`config.mk`:
```
export PLATFORM = sky130hd
export DESIGN_NAME = alu_share_arb
export DESIGN_NICKNAME = d
export VERILOG_FILES = /design/src/rtl/alu_pkg.sv /design/src/rtl/alu.sv /design/src/rtl/rr_pick.sv /design/src/rtl/alu_share_arb.sv
export SDC_FILE = /design/constraint.sdc
export NUM_CORES = 1
export LEC_CHECK = 0
export ABC_AREA = 1
export BUFFER_PORTS_ARGS = -buffer_cell sky130_fd_sc_hd__buf_2
export CAP_MARGIN = 25
export CORE_ASPECT_RATIO = 1.75
export CORE_UTILIZATION = 35
export CTS_CLUSTER_SIZE = 12
export DETAILED_ROUTE_END_ITERATION = 10
export GPL_TIMING_DRIVEN = 0
export PLACE_DENSITY = 0.59
export SETUP_SLACK_MARGIN = 0.3
export SYNTH_ARGS = -nofsm -noshare
export SYNTH_HDL_FRONTEND = slang
export SYNTH_HIERARCHICAL = 1
export SYNTH_SLANG_ARGS = --single-unit
```
`constraint.sdc`:
```
create_clock -name clk -period 4.25 [get_ports clk]
set_input_delay 1.275 -clock clk [delete_from_list [all_inputs] [get_ports clk]]
set_output_delay 1.275 -clock clk [all_outputs]
set_load 0.02 [all_outputs]
```
`src/rtl/alu_pkg.sv`:
```
// Shared ALU constants: datapath width, opcode encoding and the lock FSM state type.
// The lock state type is only used when ALU_SHARE_ARB_LOCK_EN is defined.
package alu_pkg;

  localparam int ALU_W = 8;
  localparam int OP_W  = 3;

  localparam logic [OP_W-1:0] ALU_ADD = 3'b000;
  localparam logic [OP_W-1:0] ALU_SUB = 3'b001;
  localparam logic [OP_W-1:0] ALU_AND = 3'b010;
  localparam logic [OP_W-1:0] ALU_OR  = 3'b011;
  localparam logic [OP_W-1:0] ALU_XOR = 3'b100;
  localparam logic [OP_W-1:0] ALU_NOT = 3'b101;
  localparam logic [OP_W-1:0] ALU_SHL = 3'b110;
  localparam logic [OP_W-1:0] ALU_SHR = 3'b111;

  typedef enum logic {
    LK_IDLE   = 1'b0,
    LK_LOCKED = 1'b1
  } lock_state_t;

endpackage

```
`src/rtl/alu.sv`:
```
// Combinational 8-bit ALU: add/sub with carry-borrow, logic ops, and 1-bit shifts.
module alu
  import alu_pkg::*;
(
  input  logic [ALU_W-1:0] i_a,
  input  logic [ALU_W-1:0] i_b,
  input  logic [OP_W-1:0]  i_op,
  output logic [ALU_W-1:0] o_y,
  output logic             o_carry,
  output logic             o_zero
);

  logic [ALU_W:0] w_wide;

  always_comb begin
    w_wide  = '0;
    o_y     = '0;
    o_carry = 1'b0;
    case (i_op)
      ALU_ADD: begin
        w_wide  = {1'b0, i_a} + {1'b0, i_b};
        o_y     = w_wide[ALU_W-1:0];
        o_carry = w_wide[ALU_W];
      end
      // Bit 8 of the 9-bit difference is set exactly when a borrow occurs.
      ALU_SUB: begin
        w_wide  = {1'b0, i_a} - {1'b0, i_b};
        o_y     = w_wide[ALU_W-1:0];
        o_carry = w_wide[ALU_W];
      end
      ALU_AND: o_y = i_a & i_b;
      ALU_OR:  o_y = i_a | i_b;
      ALU_XOR: o_y = i_a ^ i_b;
      ALU_NOT: o_y = ~i_a;
      ALU_SHL: o_y = {i_a[ALU_W-2:0], 1'b0};
      ALU_SHR: o_y = {1'b0, i_a[ALU_W-1:1]};
      default: o_y = '0;
    endcase
  end

  assign o_zero = (o_y == '0);

endmodule

```
`src/rtl/rr_pick.sv`:
```
// Round-robin priority picker: first set request searching upward from i_ptr, wrapping.
module rr_pick #(
  parameter int NREQ = 4,
  parameter int IDW  = $clog2(NREQ)
) (
  input  logic [NREQ-1:0] i_req,
  input  logic [IDW-1:0]  i_ptr,
  output logic [NREQ-1:0] o_gnt,
  output logic [IDW-1:0]  o_idx,
  output logic            o_any
);

  int         w_j;
  logic [IDW-1:0] w_pos;

  always_comb begin
    o_gnt = '0;
    o_idx = '0;
    o_any = 1'b0;
    w_j   = 0;
    w_pos = '0;
    for (int k = 0; k < NREQ; k++) begin
      w_j = int'(i_ptr) + k;
      if (w_j >= NREQ) w_j = w_j - NREQ;
      w_pos = IDW'(w_j);
      if (!o_any && i_req[w_pos]) begin
        o_any        = 1'b1;
        o_gnt[w_pos] = 1'b1;
        o_idx        = w_pos;
      end
    end
  end

endmodule

```
`src/rtl/alu_share_arb.sv`:
```
// One ALU shared by NREQ valid/ready requesters through a round-robin arbiter and a tagged result register.
// Define ALU_SHARE_ARB_LOCK_EN to add req_lock, letting a requester hold the ALU across several ops.
module alu_share_arb
  import alu_pkg::*;
#(
  parameter  int NREQ = 4,
  localparam int IDW  = $clog2(NREQ)
) (
  input  logic                  clk,
  input  logic                  rst,
  input  logic [NREQ-1:0]       req_valid,
  output logic [NREQ-1:0]       req_ready,
  input  logic [NREQ*ALU_W-1:0] req_a,
  input  logic [NREQ*ALU_W-1:0] req_b,
  input  logic [NREQ*OP_W-1:0]  req_op,
`ifdef ALU_SHARE_ARB_LOCK_EN
  input  logic [NREQ-1:0]       req_lock,
`endif
  output logic                  rsp_valid,
  input  logic                  rsp_ready,
  output logic [IDW-1:0]        rsp_id,
  output logic [ALU_W-1:0]      rsp_y,
  output logic                  rsp_carry,
  output logic                  rsp_zero
);

  logic [IDW-1:0]   r_ptr;
  logic             r_vld_p1;
  logic [IDW-1:0]   r_id_p1;
  logic [ALU_W-1:0] r_y_p1;
  logic             r_carry_p1;
  logic             r_zero_p1;

  logic [NREQ-1:0]  w_req_mask;
  logic [NREQ-1:0]  w_gnt;
  logic [IDW-1:0]   w_idx;
  logic             w_any;
  logic             w_can_accept;
  logic             w_xfer;
  logic             w_ptr_adv;
  logic [ALU_W-1:0] w_a;
  logic [ALU_W-1:0] w_b;
  logic [OP_W-1:0]  w_op;
  logic [ALU_W-1:0] w_y;
  logic             w_carry;
  logic             w_zero;

  assign w_can_accept = !r_vld_p1 || rsp_ready;
  assign w_xfer       = w_any && w_can_accept && !rst;
  assign req_ready    = w_gnt & {NREQ{w_can_accept && !rst}};

`ifdef ALU_SHARE_ARB_LOCK_EN
  lock_state_t    r_lk_state;
  lock_state_t    w_lk_next;
  logic [IDW-1:0] r_lk_id;

  // While locked only the owner can win; everyone else is masked out.
  assign w_req_mask = (r_lk_state == LK_LOCKED) ?
                      (req_valid & (NREQ'(1) << r_lk_id)) : req_valid;

  always_comb begin
    w_lk_next = r_lk_state;
    if (w_xfer) begin
      case (r_lk_state)
        LK_IDLE:   if (req_lock[w_idx])  w_lk_next = LK_LOCKED;
        LK_LOCKED: if (!req_lock[w_idx]) w_lk_next = LK_IDLE;
        default:   w_lk_next = LK_IDLE;
      endcase
    end
  end

  // The pointer stays frozen on the lock-entry transfer and for the whole locked run.
  assign w_ptr_adv = w_xfer && (w_lk_next == LK_IDLE);

  always_ff @(posedge clk) begin
    if (rst) begin
      r_lk_state <= LK_IDLE;
      r_lk_id    <= '0;
    end else begin
      r_lk_state <= w_lk_next;
      if (w_xfer && (r_lk_state == LK_IDLE)) r_lk_id <= w_idx;
    end
  end
`else
  assign w_req_mask = req_valid;
  assign w_ptr_adv  = w_xfer;
`endif

  rr_pick #(
    .NREQ (NREQ),
    .IDW  (IDW)
  ) u_pick (
    .i_req (w_req_mask),
    .i_ptr (r_ptr),
    .o_gnt (w_gnt),
    .o_idx (w_idx),
    .o_any (w_any)
  );

  // Stage p0: operand mux from the granted requester into the shared ALU.
  assign w_a  = req_a[w_idx*ALU_W +: ALU_W];
  assign w_b  = req_b[w_idx*ALU_W +: ALU_W];
  assign w_op = req_op[w_idx*OP_W +: OP_W];

  alu u_alu (
    .i_a     (w_a),
    .i_b     (w_b),
    .i_op    (w_op),
    .o_y     (w_y),
    .o_carry (w_carry),
    .o_zero  (w_zero)
  );

  always_ff @(posedge clk) begin
    if (rst) begin
      r_ptr <= '0;
    end else if (w_ptr_adv) begin
      r_ptr <= (w_idx == IDW'(NREQ-1)) ? '0 : w_idx + IDW'(1);
    end
  end

  // Stage p1: result register; reloads on the same edge it is consumed.
  always_ff @(posedge clk) begin
    if (rst) begin
      r_vld_p1   <= 1'b0;
      r_id_p1    <= '0;
      r_y_p1     <= '0;
      r_carry_p1 <= 1'b0;
      r_zero_p1  <= 1'b0;
    end else if (w_can_accept) begin
      r_vld_p1 <= w_xfer;
      if (w_xfer) begin
        r_id_p1    <= w_idx;
        r_y_p1     <= w_y;
        r_carry_p1 <= w_carry;
        r_zero_p1  <= w_zero;
      end
    end
  end

  assign rsp_valid = r_vld_p1;
  assign rsp_id    = r_id_p1;
  assign rsp_y     = r_y_p1;
  assign rsp_carry = r_carry_p1;
  assign rsp_zero  = r_zero_p1;

endmodule

```
# Word level (Yosys, flattened, before mapping)
# Cells that the tools add are included.
# W data, S select, Z words.
# totals
reg_bits	15
latchBits	0
mem_bits_rw	0
mem_bits_ro	0
out_inout_bits	17
elab_cells	102
mem_count	0
# classes
n_addsub	10
multipliers	1
div	0
magnitude_cmp	12
eq_ne	8
n_shift	3
mux	35
n_bitwise	8
reduce_logical	19
# ops
operator	n
$pmux W8 S8	1
$shiftx A32 B6 Y8	2
$mux W2	9
$mux W4	4
$eq A3 B3 Y1 const B	4
$lt A2 B3 Y1 const B	4
$mux W1	12
$or A4 B4 Y4	3
$shiftx A12 B5 Y3	1
$logic_and A1 B1 Y1	10
$add A8 B8 Y9	1
$ge A3 B3 Y1 const B	3
$sub A8 B8 Y9	1
$and A8 B8 Y8	1
$bmux W1 S2	4
$demux W1 S2	4
$ge A2 B1 Y1 const B	4
$logic_not A8 Y1	1
$not A8 Y8	1
$or A8 B8 Y8	1
$sub A2 B1 Y2 const B	4
$xor A8 B8 Y8	1
$add A2 B2 Y3 const B	2
$eq A3 B2 Y1 const B	2
other kinds (12)	16

# Logic depth before layout (Yosys ltp)
# depth
depth_word	19
depth_mapped	30
mapped_depth_nobuf	26

# Modules after synthesis
# Netlist, hierarchy kept.
# modules_own_cells
module	instances	cells_per_inst	area_per_inst_um2	seq_area_each_um2
alu	1	254	1388.8	0.0
alu_share_arb	1	187	1119.8	300.3
rr_pick	1	74	440.4	0.0

# Worst setup path before layout
# OpenSTA, ideal clock, no wires.
# synth_path
kind	in2reg
from	in req_valid[3]
to	reg r_zero_p1 (netlist: rsp_zero)
setup_ps	59
arrival_time_ps	4118
t_required_ps	4191
slack_ps	73
stages	24
path_buffers	2
cell_sequence	inv_1 > nand2_1 > nand3_4 > nand2_4 > nor2_1 > a21oi_1 > nand3_1 > buf_4 > buf_2 > o21ai_0 > o22ai_1 > inv_1 > fa_1 > inv_1 > nand2_1 > nand2_1 > nor2_1 > a211oi_2 > nand2_1 > nor2_2 > nand3_1 > nor2_2 > nand2_1 > nand2_1
# synth_lines
element	line	source
start, declared	alu_share_arb.sv:11	input logic [NREQ-1:0] req_valid,
$bmux W1 S2	rr_pick.sv:26	if (!o_any && i_req[w_pos]) begin
$mux W1 (not written as such)	rr_pick.sv:26	
$mux W1	rr_pick.sv:26	
$logic_not A1 Y1	rr_pick.sv:26	
$logic_and A1 B1 Y1	rr_pick.sv:26	
$mux W1	rr_pick.sv:26	
$logic_not A1 Y1	rr_pick.sv:26	
$logic_and A1 B1 Y1	rr_pick.sv:26	
[3 not listed]	-	
$mux W2 *	rr_pick.sv:26	
named net w_idx[1]	alu_share_arb.sv:36	logic [IDW-1:0] w_idx;
$shiftx A32 B6 Y8 *	alu_share_arb.sv:101	assign w_a = req_a[w_idx*ALU_W +: ALU_W];
named net w_a[1]	alu_share_arb.sv:41	logic [ALU_W-1:0] w_a;
$sub A8 B8 Y9, or another cell as far along	alu.sv:27	w_wide = {1'b0, i_a} - {1'b0, i_b};
$pmux W8 S8 *	alu.sv:19	case (i_op)
$logic_not A8 Y1 *	alu.sv:41	assign o_zero = (o_y == '0);
named net w_zero	alu_share_arb.sv:46	logic w_zero;
end signal, assigned	alu_share_arb.sv:136	r_zero_p1 <= w_zero;
end, declared	alu_share_arb.sv:32	logic r_zero_p1;
# Mark *: on every way through the listed nets, which the timed path passes. The rest lies on a longest branch. The select of a mux whose other input is x is not followed.
# A chain may end at the register's enable or synchronous reset.

# Final worst setup path
# layout_path
from	in req_valid[0]
to	reg r_zero_p1 (netlist: rsp_zero)
# Same word-level chain as after synthesis.

==> PnR_summary.wiki <==
{| class="wikitable"
! Metric !! Value
|-
| Synthesized area divided by synthesized cell count || 5.73 sq um
|-
| DRC marker count from the first detailed-route iteration || 207
|-
| Area share of the largest cell type after synthesis || 14.0%
|-
| Worst path arrival time || 4.37 ns
|-
| Number of vias per cell after detailed routing || 5.49
|-
| Number of antenna cells inserted || 0
|-
| Most used flip-flop cell after synthesis || sky130_fd_sc_hd__dfxtp_1
|-
| Highest clock rate || 0.239 GHz
|-
| Final count of negative-setup-slack endpoints || 0
|-
| Post-Route Hold Slack || 0.465 ns
|-
| Global router's overall resource usage || 27.9%
|-
| Detailed-placement wirelength estimate || 9.27 mm
|-
| Y dimension of the die || 123 um
|-
| Worst setup timing slack at the placement stage || -0.810 ns
|-
| Post-CTS Hold Buffers || 0
|-
| Via count || 4218
|-
| Worst Max-Slew Pin Slew || 0.541 ns
|-
| Smallest setup slack after layout || 0.0720 ns
|-
| Post-synthesis cell count || 515
|-
| Worst Path Max Fanout || 5
|-
| Share of final-layout standard cells stronger than drive strength 1 || 49.0%
|-
| Worst setup EP type || register
|-
| Area of the die || 8810 sq um
|-
| Clock Tree Root || sky130_fd_sc_hd__clkbuf_16
|-
| CTS Buf Count || 3
|-
| Die boundary width || 71.4 um
|-
| Category of cells accounting for the largest share of critical-path delay || simple AND/OR/NAND/NOR gates
|-
| Maximum number of pins on one net before global-route repair || 11
|-
| Count of nets left with antenna violations after detail routing || 0
|-
| Initial DRT Pass Iterations || 8
|-
| Final critical path time including I/O delays and setup || 4.18 ns
|-
| Cell Area, Synth || 2950 sq um
|-
| DR WL/cell || 16.9 um
|-
| IO Port Bufs || 99
|-
| Initial cell density of the core || 35.7%
|-
| First-pass GRT wire length || 19.1 mm
|-
| Type of the worst setup path || in2reg
|-
| Number of H-tree branching levels || 1
|-
| Leftover overflow at the end of global routing || 0
|-
| Final Net Count || 792
|-
| Max Root-Sink Buffers || 2
|-
| Worst EP required || 4.45 ns
|-
| Number of placed I/O pins || 100
|-
| DRC viols || 7
|-
| Cell with the largest stage delay on the worst path || sky130_fd_sc_hd__fa_2
|-
| Via count of the first global-routing pass || 4136
|-
| Total of flip-flops plus latches after synthesis || 15
|-
| Sequential-to-total area share from yosys stat || 10.2%
|-
| Syn nets || 630
|-
| GPL Wtd Cong || 0.902
|-
| RSZ-0062 raised after global routing || true
|-
| Crit share post-route || 98.3%
|-
| Fin. max-slew vios || 0
|-
| Layout Skew || 0.00252 ns
|-
| Final number of hold-violating endpoints || 0
|-
| Run status || finished, violations left
|-
| Startpoint Class || input pin
|-
| Area grow syn2layout || 61.0%
|-
| EDFF count, synth || 0
|-
| Violations in the final reports || DRC
|-
| Top cell type by total area after synthesis || sky130_fd_sc_hd__nand2_1
|-
| Buffers and inverters on the worst path || 7
|-
| Reported max-cap violation count || 0
|-
| Worst-path clk slew || 0.05 ns
|-
| Biggest area contributors in the synthesized netlist || sky130_fd_sc_hd__nand2_1 (14%), sky130_fd_sc_hd__ha_1 (13%), sky130_fd_sc_hd__dfxtp_1 (10%)
|-
| Final Core Density || 57.5%
|-
| Yosys warns || 6
|-
| Insertion delay of the later-clocked pin in the worst-skew pair || 0.25 ns
|-
| Slowest Stage Delay on Critical Path || 0.39 ns
|-
| Row cnt || 44
|-
| Number of antenna violations at the first check in global routing || 0
|-
| Library cell appearing most often on the critical path || sky130_fd_sc_hd__nand2_1
|-
| Synth unique cells || 33
|-
| Clock sink count || 15
|-
| Core box area || 8260 sq um
|-
| TritonCTS clock tree || built
|-
| Worst max-slew margin expressed relative to the limit || 63.9%
|-
| Total Routed Length || 13.0 mm
|-
| FFs w/ async S/R, synth || 0%
|-
| Sum of negative setup slack || 0 ns
|-
| Hold crit path type || reg2reg
|}
## synth_stat cells (2+ instances only)
cell type                  count
sky130_fd_sc_hd__o22ai_1      25
sky130_fd_sc_hd__buf_2        10
sky130_fd_sc_hd__nand2_1     110
sky130_fd_sc_hd__nand2_2      10
sky130_fd_sc_hd__nor2_2        5
sky130_fd_sc_hd__nand3_1      52
sky130_fd_sc_hd__dfxtp_1      15
sky130_fd_sc_hd__nor2_1       70
sky130_fd_sc_hd__nand3_2       7
sky130_fd_sc_hd__o21ai_0      41
sky130_fd_sc_hd__xor2_1        2
sky130_fd_sc_hd__o21ai_1       7
sky130_fd_sc_hd__nand4_1      13
sky130_fd_sc_hd__clkbuf_1      3
sky130_fd_sc_hd__a21oi_1      17
sky130_fd_sc_hd__buf_4         4
sky130_fd_sc_hd__a21boi_0      4
sky130_fd_sc_hd__buf_6         3
sky130_fd_sc_hd__inv_2        10
sky130_fd_sc_hd__ha_1         30
sky130_fd_sc_hd__inv_1        62
sky130_fd_sc_hd__o211ai_1      3
sky130_fd_sc_hd__fa_1          2
## worst reg2reg max path: stages, from the launching register on
cell and delay, ns:
sky130_fd_sc_hd__dfxtp_4 0.45, sky130_fd_sc_hd__inv_2 0.17, sky130_fd_sc_hd__ha_1 0.40, sky130_fd_sc_hd__inv_1 0.15, sky130_fd_sc_hd__nand3_1 0.09, sky130_fd_sc_hd__nand2_1 0.12, sky130_fd_sc_hd__nor2_4 0.08, sky130_fd_sc_hd__a21oi_2 0.21
sky130_fd_sc_hd__nand3_4 0.15, sky130_fd_sc_hd__inv_2 0.11, sky130_fd_sc_hd__buf_6 0.13, sky130_fd_sc_hd__buf_8 0.14, sky130_fd_sc_hd__nor2_4 0.04, sky130_fd_sc_hd__o22ai_2 0.20, sky130_fd_sc_hd__inv_2 0.09, sky130_fd_sc_hd__ha_4 0.17
sky130_fd_sc_hd__fa_2 0.39, sky130_fd_sc_hd__inv_4 0.10, sky130_fd_sc_hd__nand2_1 0.05, sky130_fd_sc_hd__nand2_1 0.07, sky130_fd_sc_hd__nor2_2 0.04, sky130_fd_sc_hd__a211oi_2 0.15, sky130_fd_sc_hd__nand2_1 0.11, sky130_fd_sc_hd__nor2_4 0.14
sky130_fd_sc_hd__nand3_2 0.09, sky130_fd_sc_hd__nor2_2 0.12, sky130_fd_sc_hd__nand2_1 0.07, sky130_fd_sc_hd__nand2_1 0.05
## cell type report
| class | count | area (sq um) |
|---|---|---|
| plain buffers | 20 | 216 |
| clock buffers | 3 | 75.1 |
| clock inverters | 1 | 5.00 |
| fillers | 812 | 3510 |
| inverters | 72 | 280 |
| multi-input cells | 408 | 2750 |
| flip-flops and latches | 15 | 305 |
| well taps | 92 | 115 |
| repair buffers | 157 | 1000 |
## flip-flops by register name, indices dropped and copies added (netlist names)
| register | count |
|---|---|
| rsp_valid | 1 |
| rsp_id | 2 |
| rsp_zero | 1 |
| r_ptr | 2 |
| rsp_y | 8 |
| rsp_carry | 1 |
## cells by family (layout without fill, tap and decap cells)
group | Yosys count | after routing | share of synthesized area, %
xor gates and xnor gates | 2 | 2 | 0.594
AOI/OAI and AO/OA | 101 | 101 | 19.3
buffers and inverters | 92 | 253 | 13.4
and+or+nand+nor | 273 | 273 | 42.4
adders and majority gates | 32 | 32 | 14.1
DFF | 15 | 15 | 10.2
## per-layer routing
| metal | global-route usage [%] | vias up | share of wire [%] |
|---|---|---|---|
| met5 | 0 | - | 0 |
| met4 | 17.1 | 0 | 7.0 |
| met3 | 1.30 | 56 | 4.5 |
| met2 | 57.5 | 167 | 54 |
| met1 | 26.0 | 1979 | 34 |
| li1 | - | 2016 | - |
## worst paths after layout
kind / start / slack (ns) / to / cells past startpoint
min: rsp_zero / 0.47 / rsp_zero / 2
min reg2reg: rsp_zero / 0.47 / rsp_zero / 2
max reg2reg: r_ptr[0] / 0.13 / rsp_zero / 27
max: req_valid[0] / 0.07 / rsp_zero / 27
## timing repair
item | 4_1_cts | 5_1_grt
endpoints found under the setup margin | 10 | 10
pin swaps | 32 | 46
gates resized for setup | 92 | 84
hold endpoints to repair | 0 | 0
gates cloned | 0 | 2
setup buffers | 40 | 16
## metrics by stage
stage / instance area (sq um) / std cells
6_report: 4750 / 768
5_1_grt: 4750 / 768
4_1_cts: 4330 / 750
3_5_place_dp: 3620 / 706
3_3_place_gp: 3620 / 706
2_1_floorplan: 3010 / 515
## cells in the final DEF, fill, tap and decap left out, types with 6 or more instances in the layout
master and instances:
sky130_fd_sc_hd__o21ai_0 26, sky130_fd_sc_hd__inv_2 29, sky130_fd_sc_hd__dfxtp_1 13, sky130_fd_sc_hd__o21ai_1 17
sky130_fd_sc_hd__nand2_2 22, sky130_fd_sc_hd__buf_6 16, sky130_fd_sc_hd__inv_1 39, sky130_fd_sc_hd__nand4_1 13
sky130_fd_sc_hd__buf_2 98, sky130_fd_sc_hd__ha_1 21, sky130_fd_sc_hd__nand3_2 18, sky130_fd_sc_hd__nand3_1 39
sky130_fd_sc_hd__a21oi_1 12, sky130_fd_sc_hd__nand2_4 6, sky130_fd_sc_hd__o22ai_1 6, sky130_fd_sc_hd__nand2_1 93
sky130_fd_sc_hd__a21oi_2 6, sky130_fd_sc_hd__nor2_4 7, sky130_fd_sc_hd__ha_4 7, sky130_fd_sc_hd__nor2_1 54
sky130_fd_sc_hd__nor2_2 15, sky130_fd_sc_hd__buf_8 6, sky130_fd_sc_hd__buf_4 52, sky130_fd_sc_hd__o22ai_2 17
Power is left out: the tool's default activity adds up to more than one toggle a clock period on the data nets, which glitch-free logic cannot reach.
